### src/rtl/dmem_arbiter_if.sv
// dmem_arbiter bus bundle: pipeline MEM side, debug/loader side,
// and the shared data-memory port.
interface dmem_arbiter_if #(
    parameter int DATA_W     = 32,
    parameter int DM_ADDRESS = 9
);
    logic                  p_rd;
    logic                  p_wr;
    logic [DM_ADDRESS-1:0] p_addr;
    logic [DATA_W-1:0]     p_wdata;
    logic [2:0]            p_funct3;
    logic [DATA_W-1:0]     p_rdata;
    logic                  p_stall;

    logic                  d_req;
    logic                  d_we;
    logic [DM_ADDRESS-1:0] d_addr;
    logic [DATA_W-1:0]     d_wdata;
    logic                  d_gnt;
    logic [DATA_W-1:0]     d_rdata;
    logic                  d_rvalid;

    logic                  m_rd;
    logic                  m_wr;
    logic [DM_ADDRESS-1:0] m_addr;
    logic [DATA_W-1:0]     m_wdata;
    logic [2:0]            m_funct3;
    logic [DATA_W-1:0]     m_rdata;

    modport slave (
        input  p_rd, p_wr, p_addr, p_wdata, p_funct3,
        input  d_req, d_we, d_addr, d_wdata,
        input  m_rdata,
        output p_rdata, p_stall,
        output d_gnt, d_rdata, d_rvalid,
        output m_rd, m_wr, m_addr, m_wdata, m_funct3
    );

    modport master (
        output p_rd, p_wr, p_addr, p_wdata, p_funct3,
        output d_req, d_we, d_addr, d_wdata,
        output m_rdata,
        input  p_rdata, p_stall,
        input  d_gnt, d_rdata, d_rvalid,
        input  m_rd, m_wr, m_addr, m_wdata, m_funct3
    );
endinterface

### src/rtl/dmem_arbiter.sv
// Data-memory port arbiter: pipeline has fixed priority, debug gets a
// forced one-cycle slot after STARVE_MAX consecutive blocked cycles.
module dmem_arbiter #(
    parameter int DATA_W     = 32,
    parameter int STARVE_MAX = 4
) (
    input  logic           clk,
    input  logic           reset,
    dmem_arbiter_if.slave  bus
);
    localparam int CW = $clog2(STARVE_MAX + 1);
    localparam logic [CW-1:0] CMAX = CW'(STARVE_MAX);

    typedef enum logic {
        NORMAL = 1'b0,
        FORCE  = 1'b1
    } state_t;

    state_t            state_q, state_d;
    logic [CW-1:0]     cnt_q, cnt_d, cnt_inc;
    logic [DATA_W-1:0] rdata_q;
    logic              rvalid_q;
    logic              p_act, d_own, p_own, stall;

    // Port ownership: FORCE hands the slot to a waiting debug request.
    always_comb begin
        p_act = bus.p_rd | bus.p_wr;
        if (state_q == FORCE) begin
            d_own = bus.d_req;
            stall = bus.d_req & p_act;
        end else begin
            d_own = bus.d_req & ~p_act;
            stall = 1'b0;
        end
        p_own = p_act & ~d_own;
    end

    // Starvation counting; reaching STARVE_MAX arms one forced slot.
    always_comb begin
        state_d = NORMAL;
        cnt_d   = '0;
        cnt_inc = cnt_q + 1'b1;
        if (bus.d_req & ~d_own) begin
            if (state_q == NORMAL && cnt_inc == CMAX) begin
                state_d = FORCE;
            end else begin
                cnt_d = cnt_inc;
            end
        end
    end

    // Memory port mux; with no owner only the enables are dropped.
    always_comb begin
        bus.m_addr   = bus.p_addr;
        bus.m_wdata  = bus.p_wdata;
        bus.m_funct3 = bus.p_funct3;
        bus.m_rd     = 1'b0;
        bus.m_wr     = 1'b0;
        unique case (1'b1)
            d_own: begin
                bus.m_addr   = bus.d_addr;
                bus.m_wdata  = bus.d_wdata;
                bus.m_funct3 = 3'b010;
                bus.m_wr     = bus.d_we;
                bus.m_rd     = ~bus.d_we;
            end
            p_own: begin
                bus.m_wr = bus.p_wr;
                bus.m_rd = bus.p_rd & ~bus.p_wr;
            end
            default: ;
        endcase
    end

    // State, counter and captured debug read data.
    always_ff @(posedge clk or negedge reset) begin
        if (!reset) begin
            state_q  <= NORMAL;
            cnt_q    <= '0;
            rdata_q  <= '0;
            rvalid_q <= 1'b0;
        end else begin
            state_q  <= state_d;
            cnt_q    <= cnt_d;
            rvalid_q <= d_own & ~bus.d_we;
            if (d_own & ~bus.d_we) begin
                rdata_q <= bus.m_rdata;
            end
        end
    end

    assign bus.p_rdata  = bus.m_rdata;
    assign bus.p_stall  = stall;
    assign bus.d_gnt    = d_own;
    assign bus.d_rdata  = rdata_q;
    assign bus.d_rvalid = rvalid_q;
endmodule

### src/flat_wrapper.sv
// flat-port wrapper written by rule: the top's interface ports become plain ports
module dmem_arbiter_flat 
#(
    parameter int DATA_W     = 32,
    parameter int STARVE_MAX = 4
)
  (clk, reset, bus_p_rd, bus_p_wr, bus_p_addr, bus_p_wdata, bus_p_funct3, bus_d_req, bus_d_we, bus_d_addr, bus_d_wdata, bus_m_rdata, bus_p_rdata, bus_p_stall, bus_d_gnt, bus_d_rdata, bus_d_rvalid, bus_m_rd, bus_m_wr, bus_m_addr, bus_m_wdata, bus_m_funct3);
  dmem_arbiter_if #(.DATA_W(DATA_W), .DM_ADDRESS(9)) bus_i ();
  input  logic clk;
  input  logic reset;
  input wire logic [$bits(bus_i.p_rd)-1:0] bus_p_rd;
  input wire logic [$bits(bus_i.p_wr)-1:0] bus_p_wr;
  input wire logic [$bits(bus_i.p_addr)-1:0] bus_p_addr;
  input wire logic [$bits(bus_i.p_wdata)-1:0] bus_p_wdata;
  input wire logic [$bits(bus_i.p_funct3)-1:0] bus_p_funct3;
  input wire logic [$bits(bus_i.d_req)-1:0] bus_d_req;
  input wire logic [$bits(bus_i.d_we)-1:0] bus_d_we;
  input wire logic [$bits(bus_i.d_addr)-1:0] bus_d_addr;
  input wire logic [$bits(bus_i.d_wdata)-1:0] bus_d_wdata;
  input wire logic [$bits(bus_i.m_rdata)-1:0] bus_m_rdata;
  output wire logic [$bits(bus_i.p_rdata)-1:0] bus_p_rdata;
  output wire logic [$bits(bus_i.p_stall)-1:0] bus_p_stall;
  output wire logic [$bits(bus_i.d_gnt)-1:0] bus_d_gnt;
  output wire logic [$bits(bus_i.d_rdata)-1:0] bus_d_rdata;
  output wire logic [$bits(bus_i.d_rvalid)-1:0] bus_d_rvalid;
  output wire logic [$bits(bus_i.m_rd)-1:0] bus_m_rd;
  output wire logic [$bits(bus_i.m_wr)-1:0] bus_m_wr;
  output wire logic [$bits(bus_i.m_addr)-1:0] bus_m_addr;
  output wire logic [$bits(bus_i.m_wdata)-1:0] bus_m_wdata;
  output wire logic [$bits(bus_i.m_funct3)-1:0] bus_m_funct3;
  assign bus_i.p_rd = bus_p_rd;
  assign bus_i.p_wr = bus_p_wr;
  assign bus_i.p_addr = bus_p_addr;
  assign bus_i.p_wdata = bus_p_wdata;
  assign bus_i.p_funct3 = bus_p_funct3;
  assign bus_i.d_req = bus_d_req;
  assign bus_i.d_we = bus_d_we;
  assign bus_i.d_addr = bus_d_addr;
  assign bus_i.d_wdata = bus_d_wdata;
  assign bus_i.m_rdata = bus_m_rdata;
  assign bus_p_rdata = bus_i.p_rdata;
  assign bus_p_stall = bus_i.p_stall;
  assign bus_d_gnt = bus_i.d_gnt;
  assign bus_d_rdata = bus_i.d_rdata;
  assign bus_d_rvalid = bus_i.d_rvalid;
  assign bus_m_rd = bus_i.m_rd;
  assign bus_m_wr = bus_i.m_wr;
  assign bus_m_addr = bus_i.m_addr;
  assign bus_m_wdata = bus_i.m_wdata;
  assign bus_m_funct3 = bus_i.m_funct3;
  dmem_arbiter #(.DATA_W(DATA_W), .STARVE_MAX(STARVE_MAX)) u_core (.clk(clk), .reset(reset), .bus(bus_i));
endmodule
### config.mk
export PLATFORM = sky130hd
export DESIGN_NAME = dmem_arbiter_flat
export DESIGN_NICKNAME = d
export VERILOG_FILES = /design/src/rtl/dmem_arbiter_if.sv /design/src/rtl/dmem_arbiter.sv /design/src/flat_wrapper.sv
export SDC_FILE = /design/constraint.sdc
export NUM_CORES = 1
export LEC_CHECK = 0
export ABC_AREA = 1
export CAP_MARGIN = 40
export CORE_MARGIN = 2
export CORE_UTILIZATION = 25
export CTS_CLUSTER_DIAMETER = 50
export DETAILED_ROUTE_END_ITERATION = 12
export GPL_ROUTABILITY_DRIVEN = 1
export GPL_TIMING_DRIVEN = 1
export PLACE_DENSITY = 0.71
export SYNTH_ARGS = -nofsm -noshare
export SYNTH_HDL_FRONTEND = slang
export SYNTH_SLANG_ARGS = --single-unit
### constraint.sdc
create_clock -name clk -period 3.3 [get_ports clk]
set_input_delay 0.825 -clock clk [delete_from_list [all_inputs] [get_ports clk]]
set_output_delay 0.825 -clock clk [all_outputs]
set_load 0.01 [all_outputs]
==> qor.txt <==
largest net degree at the start of global routing - 38
area leader, netlist - dfrtp_1
critical path's top delay family - buffers and inverters
Post-synth top cells - nand2_1, dfrtp_1, nand3_1
RePlAce Congestion - 0.7793
fillcell total - 853
PD cells - 339.1 nW/um2
Final HPWL DP - 7253 um
worst skew pair latency - 0.28 ns
Slew @ Worst Pin - 0.8056 ns
fraction of registers with async set/reset - 1.000
fin area - 4703 um2
Critical R2R Launch - u_core.state_q
Combinational Power Share - 0.446
largest fanout on the critical path - 11
crit path buf inv count - 3
antenna viol nets, final - 0
vias - 2866
final max-slew violation count - 0
clk_skew - 0.01071 ns
Rel. slew slack - 0.4629
initial core utilization - 0.2597
die area - 9930 um2
most frequent cell after synthesis - nand2_1
final core utilization - 0.5341
CP Depth - 8
CP Capture Type - primary output
Peak Freq - 331.8 MHz
Pleak - 2.391 nW
Synth top area share - 0.4048
crit path capture - bus_m_wdata[30]
setup violators final - 0
diode count - 0
DR pass1 iterations - 4
DRT Wirelength - 9093 um
Yosys reg bits - 37
cell repeated most along the worst path - nand2_1
Net Sw Power - 482.1 uW
Post-DP Area - 4556 um2
type of the most critical hold path - reg2reg
Buffers on Ports - 235
sequential share of power - 0.368
CTS sink count - 37
layout cells sized above 1 - 0.04936
R2R Path End - u_core.bus.d_rdata[25]
CTS Buf Count - 5
gr usage total - 0.1714
row count - 34
switch share - 0.3023
Synth area leaders - dfrtp_1, nand2_1, buf_4
Crit. Startpoint - bus_p_rd
post-layout min period - 3.014 ns
GRT overflow - 0
initial drt markers - 59
CP startpoint kind - input pin
Syn Area/Cell - 6.707 um2
Post-CTS Setup Bufs - 0
r2r setup slk - 2.06 ns
period utilization - 0.9132
power share of the clock group - 0.186
Yosys warnings - 0
fin nets - 672
Residual DRC - 0
Die Y - 99.65 um
crit path DAT - 2.19 ns
Synth-to-Final Area Change - 105.6%
cells along the critical path - dlymetal6s2s_1, nor2_2, nand2_1, nand2_4, clkbuf_16, nand2_1, nand2_1, clkdlybuf4s50_1
cts hold-fix bufs - 0
Via density - 4.376
top_reg_cell synth - dfrtp_1
Post-Syn Nets - 466
Final Hold Viols - 0
Cells after Synth - 341
worst setup path category - in2out
EDFF count, synth - 0
clock buffer depth - 2
htree depth - 2
core region area - 8806 um2
count of different cell masters after synthesis - 14
vias in the first global route - 2890
max-cap violations - 0
worst r2r path cells - 6
initial antenna violation count - 0
CTS clock-pin slew for the worst setup and hold paths - 0.06 ns
first-pass GRT wire length - 13660 um
Mapped Area - 2287 um2
Wirelength per Cell - 13.88 um
Worst IR Drop VDD - 0.0001753 V
Crit path largest cell delay - 0.53 ns
sequential fraction of the synthesis area - 0.4048
RSZ-0062 raised after global routing - false
CTS tree - built
Top Ports - 236
status - finished clean
CP max stage cell - clkdlybuf4s50_1
Root Buffer - clkbuf_8
Internal - 1.113 mW
WP data required - 2.47 ns
die width - 99.65 um
power by group through the flow:
| stage | registers, mW | clock network (mW) | logic (mW) |
|---|---|---|---|
| 3_3_place_gp | 0.591 | 0 | 0.721 |
| 6_report | 0.587 | 0.297 | 0.712 |
| 3_5_place_dp | 0.593 | 0 | 0.729 |
| 2_1_floorplan | 0.632 | 0 | 0.207 |
| 5_1_grt | 0.596 | 0.326 | 0.770 |
| 4_1_cts | 0.587 | 0.311 | 0.719 |
metal layers:
layer | track usage | part of all wire
met5 | 0 | 0
met4 | 0.05058 | 0.018
met3 | 0.05200 | 0.093
met2 | 0.3217 | 0.52
met1 | 0.1839 | 0.37
metrics by stage:
| step | instances | hold WS [ns] | setup TNS (ns) | setup slack [ns] | power (mW) |
|---|---|---|---|---|---|
| global route | 655 | 0.4927 | 0 | 0.1907 | 1.691 |
| detailed placement | 646 | 0.4578 | -1.262 | -0.06743 | 1.322 |
| global placement | 646 | 0.4533 | -0.2023 | -0.04558 | 1.312 |
| CTS | 654 | 0.4735 | 0 | 0.005074 | 1.617 |
| floorplan | 341 | 0.4852 | 0 | 0.9646 | 0.8394 |
| finish | 655 | 0.4705 | 0 | 0.2863 | 1.595 |
cells by family (layout without fill, tap and decap cells):
group | after synthesis | in the layout | share of synthesized area
adders and majority gates | 2 | 2 | 0.01094
DFF | 37 | 37 | 0.4048
buffers and inverters | 60 | 266 | 0.1658
and+or+nand+nor | 241 | 241 | 0.4163
AOI/OAI and AO/OA | 1 | 1 | 0.002186
state kept, by name, summed over array words and instances, names as in the netlist:
| register | cells |
|---|---|
| u_core.cnt_q | 3 |
| u_core.bus.d_rvalid | 1 |
| u_core.bus.d_rdata | 32 |
| u_core.state_q | 1 |
worst register-to-register path, stage by stage, from the launching register on:
cell and delay [ns]:
dfrtp_1 0.36, nand2_2 0.09, nand2_4 0.14, clkbuf_16 0.18, buf_4 0.23, nand3_1 0.11, nand2_1 0.08
cells in the final DEF (no fill, tap or decap), types with 3 or more instances in the layout:
master,count
buf_12,3
buf_4,9
clkbuf_8,5
clkdlybuf4s50_1,199
dfrtp_1,37
dlygate4sd2_1,24
dlymetal6s2s_1,11
inv_1,9
nand2_1,193
nand3_1,34
nor2_1,9
worst min path at each step:
stage	from	endpoint	slack (ns)	cells past startpoint
final	u_core.bus.d_rdata[30]	u_core.bus.d_rdata[30]	0.47	2
after global routing	u_core.bus.d_rdata[30]	u_core.bus.d_rdata[30]	0.49	2
after CTS	u_core.bus.d_rdata[30]	u_core.bus.d_rdata[30]	0.47	2
after detailed placement	u_core.bus.d_rdata[6]	u_core.bus.d_rdata[6]	0.46	2
after global placement	u_core.bus.d_rdata[30]	u_core.bus.d_rdata[30]	0.45	2
after floorplan	u_core.cnt_q[0]	u_core.cnt_q[0]	0.49	3
final cells by class:
type	count	area, um2	area share
clock buffers	6	72.57	0.01543
clock inverters	1	8.758	0.001862
inverters	10	37.54	0.007981
multi-input cells	244	998.5	0.2123
flip-flops and latches	37	925.9	0.1969
well taps	108	135.1	0.02873
repair buffers	249	2525	0.5368
repair_timing:
action | in CTS | in global routing
endpoints found under the setup margin | 42 | 20
gates resized for setup | 27 | 14
gates cloned | 1 | 1
pin swaps | 1 | 2
(Power assumes the default switching activity.)
